[config.mk]
export PLATFORM = sky130hd
export DESIGN_NAME = pipe_stage_skid
export DESIGN_NICKNAME = d
export VERILOG_FILES = /design/src/rtl/pipe_stage_skid.sv
export SDC_FILE = /design/constraint.sdc
export NUM_CORES = 1
export LEC_CHECK = 0
export CAP_MARGIN = 10
export CELL_PAD_IN_SITES_DETAIL_PLACEMENT = 1
export CELL_PAD_IN_SITES_GLOBAL_PLACEMENT = 1
export CORE_UTILIZATION = 40
export CTS_CLUSTER_SIZE = 14
export DETAILED_ROUTE_END_ITERATION = 8
export PLACE_DENSITY = 0.77
export SKIP_LAST_GASP = 1
export SYNTH_ARGS = -nofsm -noshare
export SYNTH_HDL_FRONTEND = slang
export SYNTH_SLANG_ARGS = --single-unit
[constraint.sdc]
create_clock -name Clk -period 2.8 [get_ports Clk]
set_clock_uncertainty 0.2 [all_clocks]
set_input_delay 0.56 -clock Clk [delete_from_list [all_inputs] [get_ports Clk]]
set_output_delay 0.56 -clock Clk [all_outputs]
set_load 0.01 [all_outputs]
[src/rtl/pipe_stage_skid.sv]
// Pipeline stage register with valid/ready handshake, flush and a one-entry skid buffer.
// Define PIPE_STAGE_PERF_EN to add the stall_cnt/bubble_cnt saturating perf counters.
module pipe_stage_skid #(
  parameter int unsigned CTRL_W = 8,
  parameter int unsigned DATA_W = 32,
  parameter int unsigned DATA_N = 4
`ifdef PIPE_STAGE_PERF_EN
  ,
  parameter int unsigned CNT_W  = 16
`endif
) (
  input  logic                     Clk,
  input  logic                     Clrn,
  input  logic                     flush,
  input  logic                     in_valid,
  output logic                     in_ready,
  input  logic [CTRL_W-1:0]        in_ctrl,
  input  logic [DATA_N*DATA_W-1:0] in_data,
  output logic                     out_valid,
  input  logic                     out_ready,
  output logic [CTRL_W-1:0]        out_ctrl,
  output logic [DATA_N*DATA_W-1:0] out_data
`ifdef PIPE_STAGE_PERF_EN
  ,
  output logic [CNT_W-1:0]         stall_cnt,
  output logic [CNT_W-1:0]         bubble_cnt
`endif
);

  localparam int unsigned PayW = DATA_N * DATA_W;

  // Encoding is {skid_valid, main_valid}; 2'b10 cannot occur.
  typedef enum logic [1:0] {
    StEmpty = 2'b00,
    StFull  = 2'b01,
    StSkid  = 2'b11
  } state_e;

  state_e              state_q, state_d;
  logic [CTRL_W-1:0]   main_ctrl_q, main_ctrl_d;
  logic [PayW-1:0]     main_data_q, main_data_d;
  logic [CTRL_W-1:0]   skid_ctrl_q, skid_ctrl_d;
  logic [PayW-1:0]     skid_data_q, skid_data_d;
  logic                main_valid;
  logic                skid_valid;
  logic                in_fire;

  assign main_valid = state_q[0];
  assign skid_valid = state_q[1];
  assign in_fire    = in_valid & in_ready;

  assign in_ready  = ~skid_valid;
  assign out_valid = main_valid;
  assign out_ctrl  = main_valid ? main_ctrl_q : '0;
  assign out_data  = main_data_q;

  always_comb begin
    state_d     = state_q;
    main_ctrl_d = main_ctrl_q;
    main_data_d = main_data_q;
    skid_ctrl_d = skid_ctrl_q;
    skid_data_d = skid_data_q;
    if (flush) begin
      // Anything accepted this cycle is dropped; payloads are left untouched.
      state_d = StEmpty;
    end else begin
      case (state_q)
        StEmpty: begin
          if (in_fire) begin
            state_d     = StFull;
            main_ctrl_d = in_ctrl;
            main_data_d = in_data;
          end
        end
        StFull: begin
          if (in_fire && out_ready) begin
            main_ctrl_d = in_ctrl;
            main_data_d = in_data;
          end else if (in_fire) begin
            state_d     = StSkid;
            skid_ctrl_d = in_ctrl;
            skid_data_d = in_data;
          end else if (out_ready) begin
            state_d = StEmpty;
          end
        end
        StSkid: begin
          if (out_ready) begin
            state_d     = StFull;
            main_ctrl_d = skid_ctrl_q;
            main_data_d = skid_data_q;
          end
        end
        default: state_d = StEmpty;
      endcase
    end
  end

  always_ff @(posedge Clk or negedge Clrn) begin
    if (!Clrn) begin
      state_q     <= StEmpty;
      main_ctrl_q <= '0;
      main_data_q <= '0;
      skid_ctrl_q <= '0;
      skid_data_q <= '0;
    end else begin
      state_q     <= state_d;
      main_ctrl_q <= main_ctrl_d;
      main_data_q <= main_data_d;
      skid_ctrl_q <= skid_ctrl_d;
      skid_data_q <= skid_data_d;
    end
  end

`ifdef PIPE_STAGE_PERF_EN
  logic [CNT_W-1:0] stall_cnt_q, stall_cnt_d;
  logic [CNT_W-1:0] bubble_cnt_q, bubble_cnt_d;

  // Saturating counters; flush does not touch them.
  always_comb begin
    stall_cnt_d  = stall_cnt_q;
    bubble_cnt_d = bubble_cnt_q;
    if (main_valid && !out_ready && (stall_cnt_q != '1)) begin
      stall_cnt_d = stall_cnt_q + CNT_W'(1);
    end
    if (!main_valid && (bubble_cnt_q != '1)) begin
      bubble_cnt_d = bubble_cnt_q + CNT_W'(1);
    end
  end

  always_ff @(posedge Clk or negedge Clrn) begin
    if (!Clrn) begin
      stall_cnt_q  <= '0;
      bubble_cnt_q <= '0;
    end else begin
      stall_cnt_q  <= stall_cnt_d;
      bubble_cnt_q <= bubble_cnt_d;
    end
  end

  assign stall_cnt  = stall_cnt_q;
  assign bubble_cnt = bubble_cnt_q;
`else
  // Counters are not built in this configuration.
`endif

endmodule
==> reports/results.txt, run 1 <==
GR Overflow Total = 0
HP Class = register to register
Initial antenna violation count = 1
Die ar. = 0.03090 mm2
Area Overhead vs Synth = 35.96%
Drt wl/cell = 19.87 um
Worst path arrival time = 1.89 ns
Via count = 7345
Final setup violation count = 0
Multi-input logic area = 0.004992 mm2
WHS Path Cells = 1
RSZ-0062 raised after global routing = false
Async set-reset flop share out of synthesis = 100.0%
Starting Density = 40.76%
Pin count of the biggest net entering global routing = 70
Clk sinks = 274
Overall routing resource usage = 19.10%
Post-CTS Setup Bufs = 0
Pwr dens = 1053 mW/mm2
Worst hold start = skid_data_q[108]$_DFFE_PN0P_
CTS tree = built
Largest cells by area after synthesis = dfrtp_1 (57%), mux2_2 (34%), mux2_4 (5.0%)
Worst R2R End = skid_data_q[119]$_DFFE_PN0P_
Yosys warns = 0
CTS clock-pin slew for the worst setup and hold paths = 0.06 ns
Nets@finish = 1193
Part of the power in registers = 40.8%
Cell area after synthesis = 0.01208 mm2
Yosys top cell area share = 56.75%
Top-count cell post-synth = mux2_2
Seq cells post-synth = 274
Mean Syn Cell Area = 15.92 um2
Hold Worst Slack = 0.2991 ns
Fin crit share = 94.62%
Post-place setup slack = -0.07855 ns
Num rows = 63
Outcome = finished clean
Top-level I/O count = 279
Vias in the first global route = 8171
P_int = 12420 uW
Worst reg-to-reg setup slack = 0.16 ns
Worst-Margin Slew = 0.5472 ns
Peak supply drop = 0.6422 mV
Share of cells above drive strength 1 = 45.28%
Residual DRC = 0
Reg2Reg Depth = 7
Die span in y = 175.8 um
Met3 WL = 2124 um
Later-pin clock latency in the skew report = 0.54 ns
Drt first pass iters = 4
Synth cell count leaders = mux2_2 (368), dfrtp_1 (274), mux2_4 (40), buf_2 (25)
H-tree depth = 1
Final hold violation count = 0
Leakage power = 0.006917 uW
Clock Tree Root = clkbuf_16
# fillers = 2859
TritonCTS buffer count = 30
IO Port Bufs = 278
Worst Hold Endpoint = skid_data_q[108]$_DFFE_PN0P_
Max Used Layer = met5
Core footprint = 0.02964 mm2
Antenna diodes = 0
Sequential element share of the synthesized area = 56.75%
Setup crit end kind = output pin
Top_reg_cell synth = dfrtp_1
Met2 WL post-DR = 13760 um
Chip Width = 175.8 um
Slew Viols, Final = 0
CTS max path bufs = 3
Placer Congestion = 0.7846
Detailed Place HPWL = 19150 um
Crit start category = register
Clock power frac = 22.4%
Max-Cap Viols = 0
Largest area contributor in the netlist = dfrtp_1
Fmax = 0.3775 GHz
Slew margin rel. = 63.52%
Post-Synthesis Cells = 759
Reg2reg start = state_q[1]$_DFFE_PN0P_
Initial detailed-routing violation count = 260
Synth cell types = 21
CP Max Fanout = 7
Number of flops mapped to enable cells by yosys = 0
Data required, critical path = 2.04 ns
Routed Wire Length = 29020 um
Final WS setup = 0.1507 ns
Critical path type = register to output pin
Post-synth net total = 904
Sw Share = 28.20%
Comb pwr share = 36.7%
Crit path time final = 2.649 ns
Met1 wire length = 12700 um
ANT nets after route = 0
Psw = 4878 uW
Final Core Density = 55.42%
First-pass GRT wire length = 46620 um
FF/Latch Area = 0.006857 mm2
Vias/cell = 5.027
==> state kept, by name, indices dropped and copies added (netlist names) <==
signal	cells
state_q	2
skid_ctrl_q	8
main_ctrl_q	8
out_data	128
skid_data_q	128
==> area by class of cell <==
class | count | area share (%)
clock buffer | 48 | 5.842
timing repair buffer | 302 | 18.77
tap | 390 | 2.971
inverter | 3 | 0.06856
multi-input combinational | 437 | 30.39
clock inverter | 7 | 0.2133
sequential | 274 | 41.74
==> repair_timing <==
action                                  4_1_cts  5_1_grt
hold endpoints to repair                     57        0
gates resized for setup                       1        0
hold buffers                                  1        0
endpoints found under the setup margin       15        0
==> per-stage QoR <==
step           setup TNS, ns  std cells  power, uW  area, um2
5_1_grt                    0       1461      18300      16430
2_1_floorplan              0        759      10300      12080
6_report                   0       1461      17300      16430
3_3_place_gp          -1.550       1405      13240      15410
3_5_place_dp          -2.596       1405      13520      15410
4_1_cts                    0       1461      17570      16430
==> routing by layer <==
layer  global-route usage (%)  vias up
met3                    5.238       32
met1                    25.78     3801
met2                    30.80      208
met5                        0        -
li1                         -     3302
met4                    3.732        2
==> how the worst max path moves through the flow <==
stage	start	endpoint	depth (start not counted)	slack (ns)
detailed placement	in_valid	skid_ctrl_q[5]$_DFFE_PN0P_	6	-0.08
global placement	in_valid	skid_data_q[101]$_DFFE_PN0P_	6	-0.05
CTS	state_q[0]$_DFFE_PN0P_	out_ctrl[5]	3	0.11
global route	state_q[1]$_DFFE_PN0P_	skid_data_q[115]$_DFFE_PN0P_	7	0.03
floorplan	state_q[0]$_DFFE_PN0P_	out_data[84]$_DFFE_PN0P_	6	0.45
finish	state_q[0]$_DFFE_PN0P_	out_ctrl[0]	3	0.15
==> kinds of logic after synthesis <==
family | synth area share, %
adder cells (fa/ha/maj) | 0.4143
multiplexers | 39.27
flip-flops | 56.75
AND/OR/NAND/NOR | 0.7974
buffers and inverters | 2.247
AO/OA/AOI/OAI | 0.5178
==> worst max-delay path, cell delays in order, from the launching register on <==
cell and delay, ns:
dfrtp_1 0.49, buf_4 0.19, and2_1 0.13, clkdlybuf4s50_1 0.54
==> cells in the final DEF, fill, tap and decap left out <==
cell / Yosys / routed
mux2_2: 368 / 368
clkdlybuf4s50_1: 0 / 277
dfrtp_1: 274 / 274
mux2_4: 40 / 40
clkbuf_16: 0 / 31
buf_4: 4 / 14
clkbuf_8: 0 / 12
buf_12: 0 / 9
and2_1: 8 / 8
clkinv_2: 0 / 7
clkbuf_1: 2 / 5
inv_1: 3 / 3
nand2_1: 3 / 3
ha_1: 4 / 3
nand2b_1: 2 / 2
nor2b_1: 2 / 2
o21ai_0: 2 / 2
a211oi_1: 2 / 2
a41o_1: 2 / 2
nor2_1: 1 / 1
a221o_4: 0 / 1
o21a_1: 1 / 1
nor4_4: 0 / 1
ha_4: 0 / 1
dlygate4sd3_1: 0 / 1
buf_8: 0 / 1
==> power by group through the flow <==
stage	combinational [uW]	sequential [uW]	clock, uW
floorplan	3030	7280	0
global route	6820	7340	4140
detailed placement	6410	7100	0
CTS	6480	7080	4010
global placement	6250	6990	0
finish	6350	7060	3880
No activity file was read; power rests on OpenSTA's default activity.
==> run 2, diff against run 1 <==
- ABC_AREA: not set -> 0
- CORE_UTILIZATION: 40 -> 41
- PLACE_DENSITY: 0.77 -> 0.79
- TNS_END_PERCENT: not set -> 30
==> run 2 against run 1 <==
Effect of this change:
- clock power decreased by 3%
- final cell count fell by 0.41%
- critical path type is now register to register
- maximum frequency grew 1.4%
- sequential share of layout area rose by 0.086 points
- largest cell class unchanged
==> reports/results.txt, run 2 (synthesis gave the netlist of run 1 again) <==
Detailed Place HPWL = 18970 um
Leakage power = 0.006888 uW
Final setup violation count = 0
TritonCTS buffer count = 30
Pwr dens = 1049 mW/mm2
Die ar. = 0.03016 mm2
Commonest non-fill, non-tap cell in the layout = mux2_2
Max-Cap Viols = 0
ANT nets after route = 0
Fmax = 0.3828 GHz
CTS max path bufs = 3
Worst-Margin Slew = 0.5169 ns
Core footprint = 0.02886 mm2
Num rows = 62
Crit path time final = 2.612 ns
Most frequent cells in the layout = mux2_2 (368), clkdlybuf4s50_1 (277), dfrtp_1 (274)
Slew Viols, Final = 0
Nets@finish = 1194
Critical Path Most Common Cell = inv_1
Later-pin clock latency in the skew report = 0.54 ns
Setup crit end kind = register
HP Class = register to register
Residual DRC = 0
Initial antenna violation count = 3
H-tree depth = 1
Die span in y = 173.7 um
Worst path arrival time = 2.83 ns
Initial detailed-routing violation count = 245
First-pass GRT wire length = 46770 um
Clock Tree Root = clkbuf_16
Post-layout instance area = 0.01639 mm2
RSZ-0062 raised after global routing = false
Top-level I/O count = 279
Via count = 7319
CP cell instances = inv_1, ha_1, inv_1, nor4_2, buf_4, buf_12, mux2_2
Crit start category = register
Starting Density = 41.87%
Routed Wire Length = 28790 um
Drt first pass iters = 4
Share of cells above drive strength 1 = 44.67%
Overall routing resource usage = 19.43%
Slowest cell on the critical path = dfrtp_1
Vias/cell = 5.030
Post-CTS Setup Bufs = 0
CP Max Fanout = 42
CTS tree = built
Fin crit share = 93.29%
Pin count of the biggest net entering global routing = 75
Vias in the first global route = 8242
Chip Width = 173.7 um
Final hold violation count = 0
Post_cts resized = 0
Data required, critical path = 3.02 ns
CTS clock-pin slew for the worst setup and hold paths = 0.06 ns
Slew margin rel. = 65.54%
IO Port Bufs = 278
Peak supply drop = 0.6689 mV
GR Overflow Total = 0
Area Overhead vs Synth = 35.68%
Setup_tns = 0 ns
Clk sinks = 274
Crit-path max cell delay = 0.46 ns
Placer Congestion = 0.7606
Hold buffers post-CTS = 1
Critical path type = register to register
Post-Place Cell Area = 0.01544 mm2
Drt wl/cell = 19.79 um
Outcome = finished clean
==> run 2: per-stage QoR <==
step                      power [uW]  setup slack [ns]  hold slack (ns)  cells  util (%)
after detailed placement       13530           0.07524           0.2917   1400     53.49
after global placement         13240            0.1159           0.2829   1400     53.49
after floorplan                10300            0.4510          0.06441    759         -
after CTS                      17440            0.1800           0.3052   1454     56.79
final                          17190            0.1880           0.3009   1455     56.80
after global routing           18160            0.1227           0.3112   1455     56.80
==> run 2: path summary, 6_finish.rpt <==
check / from / end / slack (ns) / cells after the start
max: state_q[1]$_DFFE_PN0P_ / skid_data_q[69]$_DFFE_PN0P_ / 0.19 / 7
max in group asynchronous: Clrn / skid_data_q[15]$_DFFE_PN0P_ / 1.33 / 3
min reg2reg: skid_data_q[65]$_DFFE_PN0P_ / skid_data_q[65]$_DFFE_PN0P_ / 0.30 / 1
min: skid_data_q[65]$_DFFE_PN0P_ / skid_data_q[65]$_DFFE_PN0P_ / 0.30 / 1
max reg2reg: state_q[1]$_DFFE_PN0P_ / skid_data_q[69]$_DFFE_PN0P_ / 0.19 / 7
min in group asynchronous: Clrn / skid_data_q[76]$_DFFE_PN0P_ / 0.34 / 2
==> run 2: power breakdown <==
group          switching, uW  internal (uW)
clock                   1520           2230
combinational           2260           4110
sequential              1080           5990
==> run 2: final cells by class <==
class / count / area, um2
diodes: 1 / 2.502
well taps: 384 / 480.5
inverters: 3 / 11.26
clock inverters: 3 / 15.01
clock buffers: 50 / 927.1
repair buffers: 303 / 3115
flip-flops and latches: 274 / 6857
fillers: 2748 / 12470
multi-input cells: 437 / 4984
==> run 2: layer usage <==
metal | up-vias | routed length (um) | global-route usage, %
met3 | 32 | 1955 | 5.132
met2 | 201 | 13780 | 32.16
met4 | 0 | 486 | 4.203
met5 | - | 0 | 0
met1 | 3781 | 12570 | 25.60
li1 | 3305 | - | -
==> run 2: worst max-delay path: cells and delay by family (launching register included) <==
family                   cells  cell delay, ns
AND/OR/NAND/NOR              1            0.34
flip-flops                   1            0.46
multiplexers                 1            0.38
buffers and inverters        4            0.75
adder cells (fa/ha/maj)      1            0.29
